File: config.mk
export PLATFORM = sky130hd
export DESIGN_NAME = bsg_mesh_router_output_alloc
export DESIGN_NICKNAME = d
export VERILOG_FILES = /design/src/rtl/bsg_mesh_router_pkg.sv /design/src/rtl/bsg_mesh_router_rr_arb.sv /design/src/rtl/bsg_mesh_router_output_alloc.sv
export SDC_FILE = /design/constraint.sdc
export NUM_CORES = 1
export LEC_CHECK = 0
export BUFFER_PORTS_ARGS = -buffer_cell sky130_fd_sc_hd__buf_2
export CAP_MARGIN = 40
export CORE_UTILIZATION = 56
export CTS_CLUSTER_DIAMETER = 30
export CTS_CLUSTER_SIZE = 14
export DETAILED_ROUTE_END_ITERATION = 16
export HOLD_SLACK_MARGIN = 0.15
export PLACE_DENSITY = 0.78
export SKIP_LAST_GASP = 1
export SYNTH_ARGS = -nofsm -noshare
export SYNTH_HDL_FRONTEND = slang
export SYNTH_SLANG_ARGS = --single-unit
File: constraint.sdc
create_clock -name clk_i -period 3.9 [get_ports clk_i]
set_clock_uncertainty 0.2 [all_clocks]
set_input_delay 0.585 -clock clk_i [delete_from_list [all_inputs] [get_ports clk_i]]
set_output_delay 0.585 -clock clk_i [all_outputs]
set_load 0.03 [all_outputs]
File: src/rtl/bsg_mesh_router_pkg.sv
// bsg_mesh_router_pkg
//   Shared definitions for the 5-port dimension-ordered mesh router slice.
//   - dir_e          : port/direction encoding (P=0, W=1, E=2, N=3, S=4)
//   - dirs_default_p : default number of router ports
//   - req_idx()      : flat index of the (input, output) pair in the
//                      request/grant matrices (input-major, i*dirs+j)

package bsg_mesh_router_pkg;

  localparam int dirs_default_p = 5;

  typedef enum logic [2:0] {
    DIR_P = 3'd0,
    DIR_W = 3'd1,
    DIR_E = 3'd2,
    DIR_N = 3'd3,
    DIR_S = 3'd4
  } dir_e;

  // Bit position of "input in_dir wants output out_dir" in req/grant vectors.
  function automatic int req_idx(input int in_dir, input int out_dir, input int dirs);
    return in_dir * dirs + out_dir;
  endfunction

endpackage

File: src/rtl/bsg_mesh_router_rr_arb.sv
// bsg_mesh_router_rr_arb
//   Round-robin arbiter for a single router output. Picks one requesting
//   input starting the scan at the rotating pointer. Optional wormhole
//   locking keeps the output on one input until that input's tail flit
//   has been transferred.
//
//   Build option: BSG_MESH_ROUTER_ALLOC_LOCK_EN enables the lock register.
//   Without it tail_i is ignored and arbitration is per flit.
//
// Ports:
//   clk_i    : clock
//   reset_i  : asynchronous active-high reset
//   req_i    : per-input request for this output (already one-hot per input)
//   tail_i   : per-input "head flit is the last of its packet"
//   ready_i  : downstream of this output accepts a flit this cycle
//   grant_o  : one-hot (or zero) grant, forced to 0 during reset

module bsg_mesh_router_rr_arb
  import bsg_mesh_router_pkg::*;
#(
  parameter int dirs_p = dirs_default_p
)
(
  input  logic              clk_i,
  input  logic              reset_i,
  input  logic [dirs_p-1:0] req_i,
  input  logic [dirs_p-1:0] tail_i,
  input  logic              ready_i,
  output logic [dirs_p-1:0] grant_o
);

  localparam int ptr_w_lp = (dirs_p > 1) ? $clog2(dirs_p) : 1;
  localparam logic [ptr_w_lp:0]   dirs_lp    = (ptr_w_lp+1)'(dirs_p);
  localparam logic [ptr_w_lp-1:0] last_id_lp = ptr_w_lp'(dirs_p - 1);
  localparam logic [ptr_w_lp-1:0] one_lp     = ptr_w_lp'(1);

  logic [ptr_w_lp-1:0] ptr_r;
  logic [ptr_w_lp-1:0] ptr_n;
  logic [ptr_w_lp-1:0] win_id;
  logic [dirs_p-1:0]   rr_grant;
  logic [dirs_p-1:0]   grant;
  logic                xfer;

  // Rotating priority scan: position o of the scan looks at input
  // (ptr_r + o) mod dirs_p; the first requester found wins.
  always_comb begin
    logic [ptr_w_lp:0] pos;
    logic              found;
    rr_grant = '0;
    found    = 1'b0;
    pos      = '0;
    for (int o = 0; o < dirs_p; o++) begin
      pos = {1'b0, ptr_r} + (ptr_w_lp+1)'(o);
      if (pos >= dirs_lp) pos = pos - dirs_lp;
      if (!found && req_i[pos[ptr_w_lp-1:0]]) begin
        rr_grant[pos[ptr_w_lp-1:0]] = 1'b1;
        found = 1'b1;
      end
    end
  end

  // Encode the winning input and the pointer value that follows it.
  always_comb begin
    win_id = '0;
    for (int k = 0; k < dirs_p; k++) begin
      if (grant[k]) win_id = ptr_w_lp'(k);
    end
    ptr_n = (win_id == last_id_lp) ? '0 : win_id + one_lp;
  end

  assign xfer = ready_i & (|grant);

`ifdef BSG_MESH_ROUTER_ALLOC_LOCK_EN

  logic                lock_v_r;
  logic [ptr_w_lp-1:0] lock_id_r;

  // A locked output serves only the owning input, and only while that
  // input is actually requesting this output.
  always_comb begin
    grant = rr_grant;
    if (lock_v_r) begin
      grant            = '0;
      grant[lock_id_r] = req_i[lock_id_r];
    end
    if (reset_i) grant = '0;
  end

  // Body flits take/keep the lock; the tail releases it and only then
  // rotates priority past the owner.
  always_ff @(posedge clk_i or posedge reset_i) begin
    if (reset_i) begin
      ptr_r     <= '0;
      lock_v_r  <= 1'b0;
      lock_id_r <= '0;
    end else if (xfer) begin
      if (tail_i[win_id]) begin
        lock_v_r <= 1'b0;
        ptr_r    <= ptr_n;
      end else begin
        lock_v_r  <= 1'b1;
        lock_id_r <= win_id;
      end
    end
  end

`else

  logic unused_tail;
  assign unused_tail = ^tail_i;

  always_comb begin
    grant = reset_i ? '0 : rr_grant;
  end

  // Every accepted flit rotates priority past its sender.
  always_ff @(posedge clk_i or posedge reset_i) begin
    if (reset_i) begin
      ptr_r <= '0;
    end else if (xfer) begin
      ptr_r <= ptr_n;
    end
  end

`endif

  assign grant_o = grant;

endmodule

File: src/rtl/bsg_mesh_router_output_alloc.sv
// bsg_mesh_router_output_alloc
//   Switch allocator for the 5-port DOR mesh router. Takes the decoder's
//   request matrix and produces at most one grant per output and per input,
//   using one round-robin arbiter per output.
//
//   Build option: BSG_MESH_ROUTER_ALLOC_LOCK_EN turns on wormhole locking
//   inside each output arbiter.
//
// Ports:
//   clk_i       : clock
//   reset_i     : asynchronous active-high reset
//   req_i       : request matrix, bit i*dirs_p+j = input i wants output j
//   tail_i      : per-input tail flag of the current head flit
//   out_ready_i : per-output downstream ready
//   grant_o     : grant matrix, same indexing as req_i
//   out_v_o     : per-output valid (some input granted)
//   yumi_o      : per-input dequeue (granted and downstream ready)
//   err_o       : sticky flag, an input requested more than one output

module bsg_mesh_router_output_alloc
  import bsg_mesh_router_pkg::*;
#(
  parameter int dirs_p = dirs_default_p
)
(
  input  logic                     clk_i,
  input  logic                     reset_i,
  input  logic [dirs_p*dirs_p-1:0] req_i,
  input  logic [dirs_p-1:0]        tail_i,
  input  logic [dirs_p-1:0]        out_ready_i,
  output logic [dirs_p*dirs_p-1:0] grant_o,
  output logic [dirs_p-1:0]        out_v_o,
  output logic [dirs_p-1:0]        yumi_o,
  output logic                     err_o
);

  // Cleaned request matrix: U-turns removed and at most one bit per input.
  logic [dirs_p*dirs_p-1:0] sel_req;
  logic [dirs_p-1:0]        multi_req;
  logic                     err_r;

  // Input side: drop U-turns (P->P is a legal local loopback), then keep
  // only the lowest-index output so each input competes for one output.
  for (genvar i = 0; i < dirs_p; i++) begin : g_in
    logic [dirs_p-1:0] row;
    logic [dirs_p-1:0] below;

    for (genvar j = 0; j < dirs_p; j++) begin : g_bit
      if (i != 0 && i == j) begin : g_uturn
        assign row[j] = 1'b0;
      end else begin : g_legal
        assign row[j] = req_i[req_idx(i, j, dirs_p)];
      end

      if (j == 0) begin : g_first
        assign below[j] = 1'b0;
      end else begin : g_rest
        assign below[j] = |row[j-1:0];
      end

      assign sel_req[req_idx(i, j, dirs_p)] = row[j] & ~below[j];
    end

    assign multi_req[i] = |(row & below);
  end

  // Output side: one arbiter per output, fed with that output's column.
  for (genvar j = 0; j < dirs_p; j++) begin : g_out
    logic [dirs_p-1:0] col_req;
    logic [dirs_p-1:0] col_grant;

    for (genvar i = 0; i < dirs_p; i++) begin : g_col
      assign col_req[i]                     = sel_req[req_idx(i, j, dirs_p)];
      assign grant_o[req_idx(i, j, dirs_p)] = col_grant[i];
    end

    bsg_mesh_router_rr_arb #(
      .dirs_p (dirs_p)
    ) arb (
      .clk_i   (clk_i),
      .reset_i (reset_i),
      .req_i   (col_req),
      .tail_i  (tail_i),
      .ready_i (out_ready_i[j]),
      .grant_o (col_grant)
    );

    assign out_v_o[j] = |col_grant;
  end

  // An input dequeues when its single granted output is ready.
  for (genvar i = 0; i < dirs_p; i++) begin : g_yumi
    assign yumi_o[i] = |(grant_o[i*dirs_p +: dirs_p] & out_ready_i);
  end

  // Sticky error for malformed decoder output; only reset clears it.
  always_ff @(posedge clk_i or posedge reset_i) begin
    if (reset_i) begin
      err_r <= 1'b0;
    end else if (|multi_req) begin
      err_r <= 1'b1;
    end
  end

  assign err_o = err_r;

endmodule

==> results of run 1 <==
==> cells by family after synthesis <==
group,share of synthesized area
compound gates,0.347
simple gates,0.319
xor+xnor,0.0214
flops,0.0611
mux,0.0783
other cells,0.000572
buf+inv,0.0697
fa+ha+maj,0.102
==> routing by layer <==
| metal | GRT usage | overflow |
|---|---|---|
| met1 | 0.784 | 2 |
| met2 | 0.992 | 82 |
| met3 | 0.598 | 0 |
| met4 | 0.871 | 46 |
| met5 | 0.129 | 0 |
==> per-stage QoR <==
step,instance area (um2),utilization,setup slack (ps)
3_3_place_gp,9510,0.833,-257
2_1_floorplan,7260,-,-103
3_5_place_dp,9510,0.833,-423
4_1_cts,11000,0.967,-394
==> cells in the mapped netlist (6+ instances only) <==
cell,number
sky130_fd_sc_hd__inv_1,47
sky130_fd_sc_hd__nand3b_1,7
sky130_fd_sc_hd__a31oi_1,18
sky130_fd_sc_hd__nor3_1,24
sky130_fd_sc_hd__nand4_1,17
sky130_fd_sc_hd__mux2i_1,33
sky130_fd_sc_hd__o21a_1,12
sky130_fd_sc_hd__ha_1,44
sky130_fd_sc_hd__o211ai_1,18
sky130_fd_sc_hd__o22ai_1,18
sky130_fd_sc_hd__a211o_1,11
sky130_fd_sc_hd__o221ai_1,6
sky130_fd_sc_hd__a211oi_1,17
sky130_fd_sc_hd__nor4_1,6
sky130_fd_sc_hd__dfrtp_1,16
sky130_fd_sc_hd__or3_1,9
sky130_fd_sc_hd__nand3_1,28
sky130_fd_sc_hd__a221oi_1,10
sky130_fd_sc_hd__or2_2,11
sky130_fd_sc_hd__a32oi_1,8
sky130_fd_sc_hd__buf_2,22
sky130_fd_sc_hd__xnor2_1,11
sky130_fd_sc_hd__nand2b_1,27
sky130_fd_sc_hd__a21oi_1,45
sky130_fd_sc_hd__nor4b_1,6
sky130_fd_sc_hd__nand2_1,65
sky130_fd_sc_hd__nor2b_1,24
sky130_fd_sc_hd__a21o_1,11
sky130_fd_sc_hd__mux2_2,15
sky130_fd_sc_hd__nor2_1,83
sky130_fd_sc_hd__clkbuf_1,30
sky130_fd_sc_hd__o31ai_1,8
sky130_fd_sc_hd__nor3b_1,10
sky130_fd_sc_hd__o21ai_0,60
sky130_fd_sc_hd__and2_1,18
sky130_fd_sc_hd__o21bai_1,7
==> timing repair <==
action	in CTS
setup buffers	52
endpoints found under the setup margin	32
pin swaps	101
cloned	0
hold endpoints to repair	3
hold buffers	1
resized for setup	254
==> reports/summary.json, run 1 <==
{
  "outcome": {"value": "aborted with a tool error"},
  "last-stage-reached": {"value": "global routing (5_1_grt)"},
  "tool.error": {"value": "[ERROR GRT-0116] Global routing finished with congestion. Check the congestion regions in the DRC Viewer."},
  "clk_path_buf_depth": {"value": 2},
  "first_global_vias": {"value": 12900},
  "cts.sinks": {"value": 16},
  "hpwlAfterDp": {"value": 20.2, "unit": "mm"},
  "die_x": {"value": 110, "unit": "um"},
  "grt_start_max_net_pins": {"value": 26},
  "syn-instance-count": {"value": 938},
  "yosysWarnings": {"value": 0},
  "cts_buffers": {"value": 3},
  "synth-seq-area-share": {"value": 0.0611},
  "cts_htree_levels": {"value": 1},
  "netlist_top_cells_area": {"value": "sky130_fd_sc_hd__ha_1, sky130_fd_sc_hd__dfrtp_1, sky130_fd_sc_hd__mux2i_1, sky130_fd_sc_hd__nor2_1, sky130_fd_sc_hd__o21ai_0"},
  "globalRouteOverflowTotal": {"value": 130},
  "syn-mean-instance-area": {"value": 6.99, "unit": "um2"},
  "synth_cell_types": {"value": 98},
  "num_io_pins": {"value": 73},
  "synth_area_leader_cell": {"value": "sky130_fd_sc_hd__ha_1"},
  "grt_pass1_wl": {"value": 74.1, "unit": "mm"},
  "routabilityCongestion": {"value": 0.980},
  "overall_die_height": {"value": 110, "unit": "um"},
  "std_cell_rows": {"value": 39},
  "place.port_buffers": {"value": 59},
  "mappedNetlistArea": {"value": 6550, "unit": "um2"},
  "ys_seq_elements": {"value": 16},
  "placed_cells_incl_taps": {"value": 1367},
  "cts.root.buffer_cell": {"value": "sky130_fd_sc_hd__clkbuf_16"},
  "initial_core_util": {"value": 0.574},
  "netlist.area_leader.share": {"value": 0.0840},
  "postSynth.asyncResetShare": {"value": 1.00},
  "synth-edff-count": {"value": 0},
  "grt_util_all_layers": {"value": 0.796},
  "synthFlopType": {"value": "sky130_fd_sc_hd__dfrtp_1"}
}
==> inputs of run 2 (changes only) <==
Settings changed: CORE_UTILIZATION 56 to 40, CTS_CLUSTER_DIAMETER 30 to not set, CTS_CLUSTER_SIZE 14 to not set, HOLD_SLACK_MARGIN 0.15 to not set, PLACE_DENSITY 0.78 to not set, PLACE_DENSITY_LB_ADDON set to 0.15.
Clock period 3.9 ns to 5.1 ns, I/O delays scaled along.
==> run 2 against run 1 <==
  * The run now ends clean
  * Area after synthesis unchanged
  * Synthesized cell count unchanged
==> reports/summary.json, run 2 <==
{
  "largest_register": {"value": "g_out.arb.ptr_r"},
  "ys_seq_elements": {"value": 16},
  "synth-seq-area-share": {"value": 0.0611},
  "postSynth.asyncResetShare": {"value": 1.00},
  "netlist.area_leader.share": {"value": 0.0840},
  "setup_violations": {"value": 0},
  "finalNetCount": {"value": 1085},
  "multi_input_area": {"value": 5790, "unit": "um2"},
  "post_drt_via_cell_ratio": {"value": 6.15},
  "wl_per_instance": {"value": 18.0, "unit": "um"},
  "cts_tree": {"value": "done"},
  "num_io_pins": {"value": 73},
  "clk_path_buf_depth": {"value": 2},
  "syn-instance-count": {"value": 938},
  "layout.filler_cells": {"value": 1689},
  "grt_util_all_layers": {"value": 0.256},
  "layout_common_cells": {"value": "sky130_fd_sc_hd__nor2_1, sky130_fd_sc_hd__nand2_1, sky130_fd_sc_hd__o21ai_0"},
  "std_cell_rows": {"value": 46},
  "fin_setup_tns": {"value": 0, "unit": "ps"},
  "globalRouteOverflowTotal": {"value": 0},
  "mappedNetlistArea": {"value": 6550, "unit": "um2"},
  "grt_pass1_wl": {"value": 34.4, "unit": "mm"},
  "placed_cells_incl_taps": {"value": 1209},
  "tightestPinTransition": {"value": 685, "unit": "ps"},
  "drc_violations": {"value": 0},
  "final.min_clock_period": {"value": 4960, "unit": "ps"},
  "critPathMaxFanout": {"value": 12},
  "synth_area_leader_cell": {"value": "sky130_fd_sc_hd__ha_1"},
  "floorplan.die_area": {"value": 16900, "unit": "um2"},
  "cts_buffers": {"value": 3},
  "die_x": {"value": 130, "unit": "um"},
  "max_slew_margin": {"value": 0.541},
  "max_clock_freq": {"value": 201, "unit": "MHz"},
  "outcome": {"value": "complete, no violations"},
  "timing.critical_path.required": {"value": 4140, "unit": "ps"},
  "layout_commonest_cell": {"value": "sky130_fd_sc_hd__nor2_1"},
  "first_global_vias": {"value": 6438},
  "final_layout_size_suffix_gt1_frac": {"value": 0.190},
  "syn_to_final_growth": {"value": 13.4, "unit": "%"},
  "cts_htree_levels": {"value": 1},
  "clk-insertion-delay-late": {"value": 250, "unit": "ps"},
  "cts.sinks": {"value": 16},
  "detail_route.iter0.violations": {"value": 606},
  "max_reg_flops": {"value": 15},
  "antenna_violating_nets_post_route": {"value": 0},
  "routabilityCongestion": {"value": 0.965},
  "cts_hold_buf": {"value": 0},
  "worstPathArrival": {"value": 4000, "unit": "ps"},
  "syn-mean-instance-area": {"value": 6.99, "unit": "um2"},
  "routed_wirelength": {"value": 21.9, "unit": "mm"},
  "grt_setup_unrepaired": {"value": "true"},
  "initial_core_util": {"value": 0.411},
  "max_cap_viol": {"value": 0},
  "end_kind": {"value": "output port"},
  "yosysWarnings": {"value": 0},
  "synthFlopType": {"value": "sky130_fd_sc_hd__dfrtp_1"},
  "detail_route.first_pass.iterations": {"value": 5},
  "timing_worst_setup_path_type": {"value": "reg -> out"},
  "hpwlAfterDp": {"value": 17.5, "unit": "mm"},
  "path_clk_slew": {"value": 60, "unit": "ps"},
  "timing.hold.worst.class": {"value": "reg -> reg"},
  "finalHoldViolations": {"value": 0},
  "core_region_area": {"value": 15900, "unit": "um2"},
  "netlist_top_cells_area": {"value": "sky130_fd_sc_hd__ha_1, sky130_fd_sc_hd__dfrtp_1, sky130_fd_sc_hd__mux2i_1, sky130_fd_sc_hd__nor2_1, sky130_fd_sc_hd__o21ai_0"},
  "synth.most_common_cell": {"value": "sky130_fd_sc_hd__nor2_1"},
  "place.port_buffers": {"value": 59},
  "min_period_over_period": {"value": 0.973},
  "cts.root.buffer_cell": {"value": "sky130_fd_sc_hd__clkbuf_16"},
  "synthTopCellsByCount": {"value": "sky130_fd_sc_hd__nor2_1, sky130_fd_sc_hd__nand2_1, sky130_fd_sc_hd__o21ai_0, sky130_fd_sc_hd__inv_1, sky130_fd_sc_hd__a21oi_1"},
  "synth_cell_types": {"value": 98},
  "overall_die_height": {"value": 130, "unit": "um"},
  "slew_violations": {"value": 0},
  "startpoint_type": {"value": "register"},
  "grt_start_max_net_pins": {"value": 27},
  "final_cells": {"value": 1215},
  "sequential_cell_area": {"value": 402, "unit": "um2"},
  "synth-edff-count": {"value": 0},
  "grt_antenna_before_repair": {"value": 1},
  "dr_total_vias": {"value": 7477}
}
-- run 2: cell counts after synthesis --
Identical to the previous run, type by type.
-- run 2: worst max-delay path: stages, from the launching register on --
cell,delay [ps]
sky130_fd_sc_hd__dfrtp_1,500
sky130_fd_sc_hd__clkinv_1,230
sky130_fd_sc_hd__ha_1,290
sky130_fd_sc_hd__ha_2,460
sky130_fd_sc_hd__o21ba_2,200
sky130_fd_sc_hd__a221oi_1,360
sky130_fd_sc_hd__nand3b_1,120
sky130_fd_sc_hd__nand4_1,160
sky130_fd_sc_hd__nor2b_1,90
sky130_fd_sc_hd__a311oi_1,270
sky130_fd_sc_hd__o22ai_1,220
sky130_fd_sc_hd__nand2b_1,270
sky130_fd_sc_hd__or3_1,390
sky130_fd_sc_hd__buf_2,180
-- run 2: cell families (layout without fill, tap and decap cells) --
| family | count (synthesis) | after routing | share of synthesized area |
|---|---|---|---|
| and+or+nand+nor | 377 | 377 | 0.319 |
| AOI/OAI and AO/OA | 320 | 320 | 0.347 |
| buffers and inverters | 108 | 165 | 0.0697 |
| adders and majority gates | 51 | 51 | 0.102 |
| muxes | 49 | 49 | 0.0783 |
| xor gates and xnor gates | 16 | 16 | 0.0214 |
| DFF | 16 | 16 | 0.0611 |
| other | 1 | 5 | 0.000572 |
-- run 2: area by class of cell --
cell class,count,area share
Timing Repair Buffer,112,0.0932
Antenna cell,1,0.000337
Sequential cell,16,0.0540
Inverter,49,0.0247
Tap cell,216,0.0364
Clock buffer,4,0.0119
Multi-Input combinational cell,817,0.779
-- run 2: timing repair --
item,CTS,global route
endpoints found under the setup margin,0,7
resized for setup,0,16
setup buffers,0,1
-- run 2: path summary, 6_finish.rpt --
kind	from	to	slack, ps	cells past startpoint
setup / recovery	g_out[0].arb.ptr_r[0]	out_v_o[0]	140	13
hold / removal	g_out[0].arb.ptr_r[1]	g_out[0].arb.ptr_r[1]	340	1
setup reg to reg	g_out[0].arb.ptr_r[0]	g_out[0].arb.ptr_r[1]	1020	15
hold reg to reg	g_out[0].arb.ptr_r[1]	g_out[0].arb.ptr_r[1]	340	1
max in group asynchronous	reset_i	g_out[2].arb.ptr_r[2]	3580	3
min in group asynchronous	reset_i	g_out[0].arb.ptr_r[1]	550	2
-- run 2: per-stage QoR --
step / setup slack [ps] / util / area [um2] / hold WS [ps]
floorplan: 83.0 / - / 6570 / 489
global placement: 380 / 0.455 / 7250 / 326
detailed placement: 325 / 0.455 / 7250 / 338
CTS: 45.4 / 0.460 / 7340 / 361
global route: -19.6 / 0.466 / 7430 / 403
finish: 136 / 0.466 / 7430 / 345
-- run 2: per-layer routing --
| metal | track usage | wire [um] | up-vias |
|---|---|---|---|
| li1 | - | - | 3677 |
| met4 | 0.0636 | 552 | 0 |
| met2 | 0.419 | 9900 | 270 |
| met1 | 0.364 | 10200 | 3490 |
| met3 | 0.0164 | 1260 | 40 |
| met5 | 0 | 0 | - |
Power of run 2 is not shown: default switching activity piles up to over one toggle a cycle in this logic, so the estimate is an artifact.
